$ cat config.mk
export PLATFORM = sky130hd
export DESIGN_NAME = tmds_gearbox_serializer
export DESIGN_NICKNAME = d
export VERILOG_FILES = /design/src/rtl/tmds_pkg.sv /design/src/rtl/tmds_lane_shifter.sv /design/src/rtl/tmds_gearbox_serializer.sv
export SDC_FILE = /design/constraint.sdc
export NUM_CORES = 1
export LEC_CHECK = 0
export ABC_CLOCK_PERIOD_IN_PS = 3100
export CAP_MARGIN = 10
export CORE_AREA = 2 2 108 110
export CTS_BUF_LIST = sky130_fd_sc_hd__clkbuf_4 sky130_fd_sc_hd__clkbuf_8
export CTS_CLUSTER_DIAMETER = 50
export DETAILED_ROUTE_END_ITERATION = 7
export DIE_AREA = 0 0 110 112
export GPL_ROUTABILITY_DRIVEN = 0
export PLACE_DENSITY = 0.56
export SLEW_MARGIN = 25
export SYNTH_ARGS = -nofsm -noshare
export SYNTH_HDL_FRONTEND = slang
export SYNTH_SLANG_ARGS = --single-unit
$ cat constraint.sdc
create_clock -name clk -period 3.1 [get_ports clk]
set_clock_uncertainty 0.15 [all_clocks]
set_input_delay 0.465 -clock clk [delete_from_list [all_inputs] [get_ports clk]]
set_output_delay 0.465 -clock clk [all_outputs]
set_load 0.01 [all_outputs]
$ cat src/rtl/tmds_pkg.sv
// TMDS serializer shared definitions: control-token codes and beat arithmetic.
package tmds_pkg;

   // Standard TMDS control-period codes (transmitted LSB first).
   localparam logic [9:0] TMDS_CTL0 = 10'b1101010100;
   localparam logic [9:0] TMDS_CTL1 = 10'b0010101011;
   localparam logic [9:0] TMDS_CTL2 = 10'b0101010100;
   localparam logic [9:0] TMDS_CTL3 = 10'b1010101011;

   // Number of clk cycles needed to emit one token through a lane_w-bit lane.
   function automatic int lane_beats(input int token_w, input int lane_w);
      return token_w / lane_w;
   endfunction

endpackage

$ cat src/rtl/tmds_lane_shifter.sv
// One TMDS channel: parallel-load shift register emitting LANE_W bits per clk, LSB first.
module tmds_lane_shifter #(
   parameter int TOKEN_W = 10,
   parameter int LANE_W  = 2
) (
   input  logic               clk,
   input  logic               rst,
   input  logic               load,
   input  logic [TOKEN_W-1:0] load_data,
   input  logic               shift,
   output logic [LANE_W-1:0]  lane_out
);

   logic [TOKEN_W-1:0] sh_q;
   logic [TOKEN_W-1:0] sh_d;

   // Next shift-register content: load a fresh token or advance by one beat.
   always_comb begin
      sh_d = sh_q;
      if (load) begin
         sh_d = load_data;
      end else if (shift) begin
         sh_d = sh_q >> LANE_W;
      end
   end

   // Shift-register state; cleared on reset so the pad idles at zero.
   always_ff @(posedge clk) begin
      if (rst) begin
         sh_q <= '0;
      end else begin
         sh_q <= sh_d;
      end
   end

   // Lane driven straight from the flops, no output logic.
   assign lane_out = sh_q[LANE_W-1:0];

endmodule

$ cat src/rtl/tmds_gearbox_serializer.sv
// Bit-clock TMDS serializer: one-deep hold slot, bypass load, idle-token underflow fill.
module tmds_gearbox_serializer
   import tmds_pkg::*;
#(
   parameter int                 CHANNELS   = 3,
   parameter int                 TOKEN_W    = 10,
   parameter int                 LANE_W     = 2,
   parameter logic [TOKEN_W-1:0] IDLE_TOKEN = TOKEN_W'(TMDS_CTL0),
   parameter int                 CNT_W      = 16
) (
   input  logic                         clk,
   input  logic                         rst,
   input  logic                         in_valid,
   output logic                         in_ready,
   input  logic [CHANNELS*TOKEN_W-1:0]  in_tokens,
   output logic [CHANNELS*LANE_W-1:0]   lane_out,
   output logic                         frame_start,
   output logic                         underflow,
   output logic [CNT_W-1:0]             underflow_cnt
);

   localparam int BEATS = lane_beats(TOKEN_W, LANE_W);
   localparam int BCW   = (BEATS > 1) ? $clog2(BEATS) : 1;
   localparam int BUS_W = CHANNELS * TOKEN_W;
   localparam logic [BCW-1:0] LAST_BEAT = BCW'(BEATS - 1);

   if ((TOKEN_W % LANE_W) != 0) begin : g_bad_lane_w
      $error("TOKEN_W must be a multiple of LANE_W");
   end

   logic [BCW-1:0]   beat_cnt_q, beat_cnt_d;
   logic [BUS_W-1:0] hold_q, hold_d;
   logic             hold_valid_q, hold_valid_d;
   logic             primed_q, primed_d;
   logic             underflow_q, underflow_d;
   logic [CNT_W-1:0] underflow_cnt_q, underflow_cnt_d;
   logic             frame_start_q, frame_start_d;

   logic             load_edge;
   logic             accept;
   logic [BUS_W-1:0] shift_src;

   assign load_edge = (beat_cnt_q == LAST_BEAT);
   assign in_ready  = !hold_valid_q || load_edge;
   assign accept    = in_valid && in_ready;

   // Next-state for beat counter, hold slot, load source and underflow tracking.
   always_comb begin
      beat_cnt_d = load_edge ? '0 : beat_cnt_q + BCW'(1);

      // Hold slot fills on any accept that cannot go straight to the shifters;
      // a load edge with nothing new drains it.
      hold_d       = hold_q;
      hold_valid_d = hold_valid_q;
      if (accept && (!load_edge || hold_valid_q)) begin
         hold_d       = in_tokens;
         hold_valid_d = 1'b1;
      end else if (load_edge) begin
         hold_valid_d = 1'b0;
      end

      // Older held token wins over the live input; idle only when both are empty.
      if (hold_valid_q) begin
         shift_src = hold_q;
      end else if (in_valid) begin
         shift_src = in_tokens;
      end else begin
         shift_src = {CHANNELS{IDLE_TOKEN}};
      end

      // Idle fill before the first real token is expected and stays silent.
      underflow_d     = load_edge && !hold_valid_q && !in_valid && primed_q;
      underflow_cnt_d = underflow_cnt_q;
      if (underflow_d && (underflow_cnt_q != '1)) begin
         underflow_cnt_d = underflow_cnt_q + CNT_W'(1);
      end

      primed_d      = primed_q || accept;
      frame_start_d = load_edge;
   end

   // Control state; reset makes the first edge after release a load edge.
   always_ff @(posedge clk) begin
      if (rst) begin
         beat_cnt_q      <= LAST_BEAT;
         hold_valid_q    <= 1'b0;
         primed_q        <= 1'b0;
         underflow_q     <= 1'b0;
         underflow_cnt_q <= '0;
         frame_start_q   <= 1'b0;
      end else begin
         beat_cnt_q      <= beat_cnt_d;
         hold_valid_q    <= hold_valid_d;
         primed_q        <= primed_d;
         underflow_q     <= underflow_d;
         underflow_cnt_q <= underflow_cnt_d;
         frame_start_q   <= frame_start_d;
      end
   end

   // Hold data is qualified by hold_valid_q, so it needs no reset.
   always_ff @(posedge clk) begin
      hold_q <= hold_d;
   end

   for (genvar c = 0; c < CHANNELS; c++) begin : g_ch
      tmds_lane_shifter #(
         .TOKEN_W (TOKEN_W),
         .LANE_W  (LANE_W)
      ) u_shifter (
         .clk       (clk),
         .rst       (rst),
         .load      (load_edge),
         .load_data (shift_src[c*TOKEN_W +: TOKEN_W]),
         .shift     (!load_edge),
         .lane_out  (lane_out[c*LANE_W +: LANE_W])
      );
   end

   assign frame_start   = frame_start_q;
   assign underflow     = underflow_q;
   assign underflow_cnt = underflow_cnt_q;

endmodule
Yosys cells after proc, flatten, opt, wreduce, memory -nomap -nowiden
Cells that the tools add are included. Widths: inputs -> output; s select.

Input bits: 33. Logic and storage cells: 42. Flip-flop bits (word level): 83.

Reduce and logical (&&, ||, !) cells: 15. Multiplexer cells: 8. $add $sub $neg: 2. Equality and inequality tests: 2. Bitwise logic cells: 1.

Operators with widths (number): $mux 30 (2); $mux 8 (3); $add 16x1->16 const B (1); $ne 16x16->1 const B (1); $logic_and 1x1->1 (6); $reduce_or 2->1 (2); $add 3x1->3 const B (1); $eq 3x3->1 const B (1); $logic_not 1->1 (3); $logic_or 1x1->1 (3); $mux 3 (1); $mux 1 (2); $reduce_bool 2->1 (1); $not 1->1 (1).

Logic depth before layout (Yosys ltp)
Gate-level depths: netlist of run 1.

Depth in word-level cells: 5. Gate-level depth with buffers: 8.

Cells and area by module
From an unflattened synthesis of run 1, not the netlist that was laid out.

Cell total of the unflattened synthesis: 365. Area, all modules: 3777.4 um^2.

By module, submodules not included: tmds_gearbox_serializer (area an instance 2377.3 um^2, instances 1, cells each 227, seq. area each 1361.3 um^2); tmds_lane_shifter (area an instance 466.7 um^2, instances 3, cells each 46, seq. area each 200.2 um^2).

Worst setup path after synthesis of run 1
Ideal clock, no wire load.

Path kind: reg2reg. Start: reg beat_cnt_q[0]. End: reg hold_q[0], enable pin. Buffers on the path: 1. Library setup time: 385 ps. Slack: 868 ps. Cell stages (with the launch flop): 8. Data arrival time: 1697 ps. Cell sequence: dfxtp_1 -> inv_1 -> ha_1 -> and2_4 -> buf_4 -> xnor2_1 -> nand2_1 -> inv_1.

Word-level cells in the longest chain between the ends: 4. Elaborated cells between the ends (all ways): 6. Those cells by class: 1 x eq/ne; 5 x reduce/logical.

RTL lines: start: declaration (line tmds_gearbox_serializer.sv:31) `logic [BCW-1:0] beat_cnt_q, beat_cnt_d;`; start signal: assignment (line tmds_gearbox_serializer.sv:92) `beat_cnt_q <= beat_cnt_d;`; $eq 3x3->1 * (line tmds_gearbox_serializer.sv:43) `assign load_edge = (beat_cnt_q == LAST_BEAT);`; $logic_or 1x1->1 / $logic_not 1->1 (equally long branches); $logic_and 1x1->1 / $logic_or 1x1->1 (equally long branches) (line tmds_gearbox_serializer.sv:45, tmds_gearbox_serializer.sv:55); $logic_and 1x1->1 * (line tmds_gearbox_serializer.sv:55) `if (accept && (!load_edge || hold_valid_q)) begin`; end signal: assignment (line tmds_gearbox_serializer.sv:103) `hold_q <= hold_d;`; end: declaration (line tmds_gearbox_serializer.sv:32) `logic [BUS_W-1:0] hold_q, hold_d;`.

Every way passes the cells marked *; elsewhere a longest branch is shown, timed or not. A chain may end at the register's enable or synchronous reset.

Worst setup path after layout of run 1
Start: reg hold_valid_q. End: out in_ready.

Word-level cells in the longest chain between the ends: 2.

RTL lines: start: declaration (line tmds_gearbox_serializer.sv:33) `logic hold_valid_q, hold_valid_d;`; start signal: assignment (line tmds_gearbox_serializer.sv:93) `hold_valid_q <= hold_valid_d;`; $logic_not 1->1 (line tmds_gearbox_serializer.sv:44) `assign in_ready = !hold_valid_q || load_edge;`; $logic_or 1x1->1 (line tmds_gearbox_serializer.sv:44); end: declaration (line tmds_gearbox_serializer.sv:14) `output logic in_ready,`.

No other way between the ends.

==> metrics, run 1 <==
Least-Margin Pin Slew around 0.89 ns; number of global-route vias before repair 2360; Detailed Route WL 7.20 mm; Root Driver clkbuf_8; worst hold path type reg -> reg; Tcrit/Tclk final 0.868; hold_buf cts 0; Post-Synthesis Cells 296; # setup viols final 0; internal power approximately 1.9 mW; Req. time, crit path 2.48 ns; gr usage total 0.125; Hold Vio Cnt, Final 0; WP data arrival 2.08 ns; CP max FO 22; routed vias roughly 2400; peak supply drop 0.000228 V; Comb power frac 0.169; fmax about 370 MHz; CP cell instances nand2_1 > clkdlybuf4s50_1; Startpoint Class register; post-synthesis adder-cell area fraction 0.0115; Vert. Die Dim ~110 um; Storage cell area 1960 um^2; critical path type reg -> out; proportion of synthesized area in mux cells 0.0103; Slew Viols, Final 0; nets between 300 and 400; status complete, no violations; Compound-Gate Fraction of Synth Area 0.146; Filler Cell Count 1094; clk buf depth 2; CTS tree yes; Sequential Power Share 0.519; CTS buffer count 9; Power Density around 620 nW/um^2; CP max-delay cell dfxtp_1; post-route ant nets 0; Detail Placement HPWL roughly 4.7 mm; commonest non-fill, non-tap cells in the layout 56 x clkdlybuf4s50_1, 53 x dfxtp_1, 30 x nor2_1, 30 x edfxtp_1, 22 x a21oi_1; Reg clk slew, reported paths 0.08 ns; Leakage approximately 1.4 nW; DRT iter0 DRCs 99; RSZ-0062 raised after global routing false; Avg WL per Cell 14.6 um; Tot Pwr around 2.6 mW; Clock power frac 0.312; GRT overflow 0; # rows 39; core box area approximately 11000 um^2; XOR/XNOR Fraction of Synth Area 0.00267; synthesized flop and latch total 83; post-layout minimum cycle time about 2.7 ns; die footprint about 12000 um^2; initial antenna violation count 0; Netlist cell types between 40 and 50; dpl ws approximately 0.48 ns; CP max stage delay about 0.91 ns; Crit. End Element output port; setup_tns 0 ns; final worst slack between 0.4 and 0.5 ns; clk_lat worst skew between 0.3 and 0.4 ns; fin util 0.371; register area share after synthesis 0.599; Synth warnings 0; I/O Pins between 50 and 60; Slew Limit Headroom 0.405; Inserted Diodes 0; Initial Utilization 0.293; layout cell share with drive strength beyond 1 0.0994; Net Sw Power 0.705 mW; Synth Area in Simple Gates 0.184; die width 110 um; synthesized area 3280 um^2; multi-input logic area between 1000 and 1500 um^2; largest net degree at the start of global routing 30; Area Overhead vs Synth 26.6%; most common cell after layout, fill and taps aside clkdlybuf4s50_1; main combinational cell family by area after synthesis simple AND/OR/NAND/NOR gates; DRC errors left 0; first-pass GRT wire length between 10 and 15 mm; clk sink count between 80 and 90; First-pass DRT Iterations 4; vias per cell ~5; Max Cap Viol 0; Buffers on Ports 57; postcts setup bufs 0; switch share 0.272; CTS H-tree lvls 3; CTS resizes 0; post-synth net total between 300 and 400; syn avg cell area between 10 and 15 um^2
## critical path: cells and delay by family (launching register included)
family,cells,cell delay [ns]
buffers and inverters,1,0.58
DFF,1,0.91
and+or+nand+nor,1,0.23
## layer usage
| metal | vias up | GRT usage | wire, um |
|---|---|---|---|
| met5 | - | 0 | 0 |
| met2 | 45 | 0.182 | 3220 |
| li1 | 1214 | - | - |
| met1 | 1137 | 0.174 | 3550 |
| met3 | 11 | 0.0299 | 303 |
| met4 | 0 | 0.0557 | 134 |
## through the flow
step	std cells	hold slack, ns	instance area (um^2)
2_1_floorplan	296	0.267	3280
3_3_place_gp	479	0.273	3940
3_5_place_dp	479	0.281	3940
4_1_cts	495	0.292	4150
5_1_grt	495	0.307	4150
6_report	495	0.289	4150
## final timing paths
path / start / to / slack (ns) / depth (start not counted)
worst max-delay path: hold_valid_q / in_ready / 0.41 / 2
worst min-delay path: g_ch[0].u_shifter.sh_q[6] / g_ch[0].u_shifter.sh_q[4] / 0.29 / 2
worst max register to register: underflow_cnt[0] / underflow_cnt[15] / 0.71 / 5
worst min register to register: g_ch[0].u_shifter.sh_q[6] / g_ch[0].u_shifter.sh_q[4] / 0.29 / 2
## sequential cells by signal, summed over array words and instances, names as in the netlist
register,count
frame_start,1
g_ch.u_shifter.sh_q,30
primed_q,1
hold_q,30
underflow_cnt,16
underflow,1
beat_cnt_q,3
hold_valid_q,1
## kinds of logic (layout without fill, tap and decap cells)
logic type,after synthesis,count (layout)
flops,83,83
buf+inv,31,87
xor+xnor,1,1
fa+ha+maj,3,3
compound gates,68,68
simple gates,107,107
mux,3,3
## area by class of cell
class	count	share of cell area
clock buffer	11	0.0350
multi-input combinational	182	0.280
timing repair buffer	63	0.147
inverter	8	0.00724
clock inverter	5	0.0148
tap	143	0.0431
sequential	83	0.473
## power groups by stage
stage	clock, mW	combinational (mW)	sequential, mW
CTS	0.836	0.448	1.34
global placement	0	0.440	1.36
detailed placement	0	0.446	1.37
global route	0.878	0.493	1.36
finish	0.807	0.438	1.34
floorplan	0	0.302	1.35
## cells in the mapped netlist (all sizes together)
cell	number	area (um^2)
mux2	3	33.8
nor4	4	40.0
o221ai	8	70.1
o31ai	8	60.1
or3b	1	8.76
and2	1	8.76
o21ai	3	15.0
and4	4	37.5
edfxtp	30	901
o21a	1	7.51
nor2	30	113
o21ba	2	20.0
a221oi	16	140
ha	3	37.5
inv	8	30.0
clkbuf	10	37.5
nand3	4	20.0
and3	2	12.5
a21oi	22	110
nor2b	4	25.0
xnor2	1	8.76
nor3	18	90.1
or3	2	12.5
nor3b	4	41.3
nand2b	1	6.26
o22ai	6	37.5
buf	13	86.3
or4	7	52.6
nand2	18	70.1
dfxtp	53	1060
nand4	7	65.1
o31a	1	8.76
o21bai	1	7.51
No activity file was read; power rests on OpenSTA's default activity.
==> run 2, diff against run 1 <==
Settings changed: ABC_CLOCK_PERIOD_IN_PS 3100 to default.
==> results of run 2 <==
The final DEF is identical to that of run 1; final timing and power are the same.
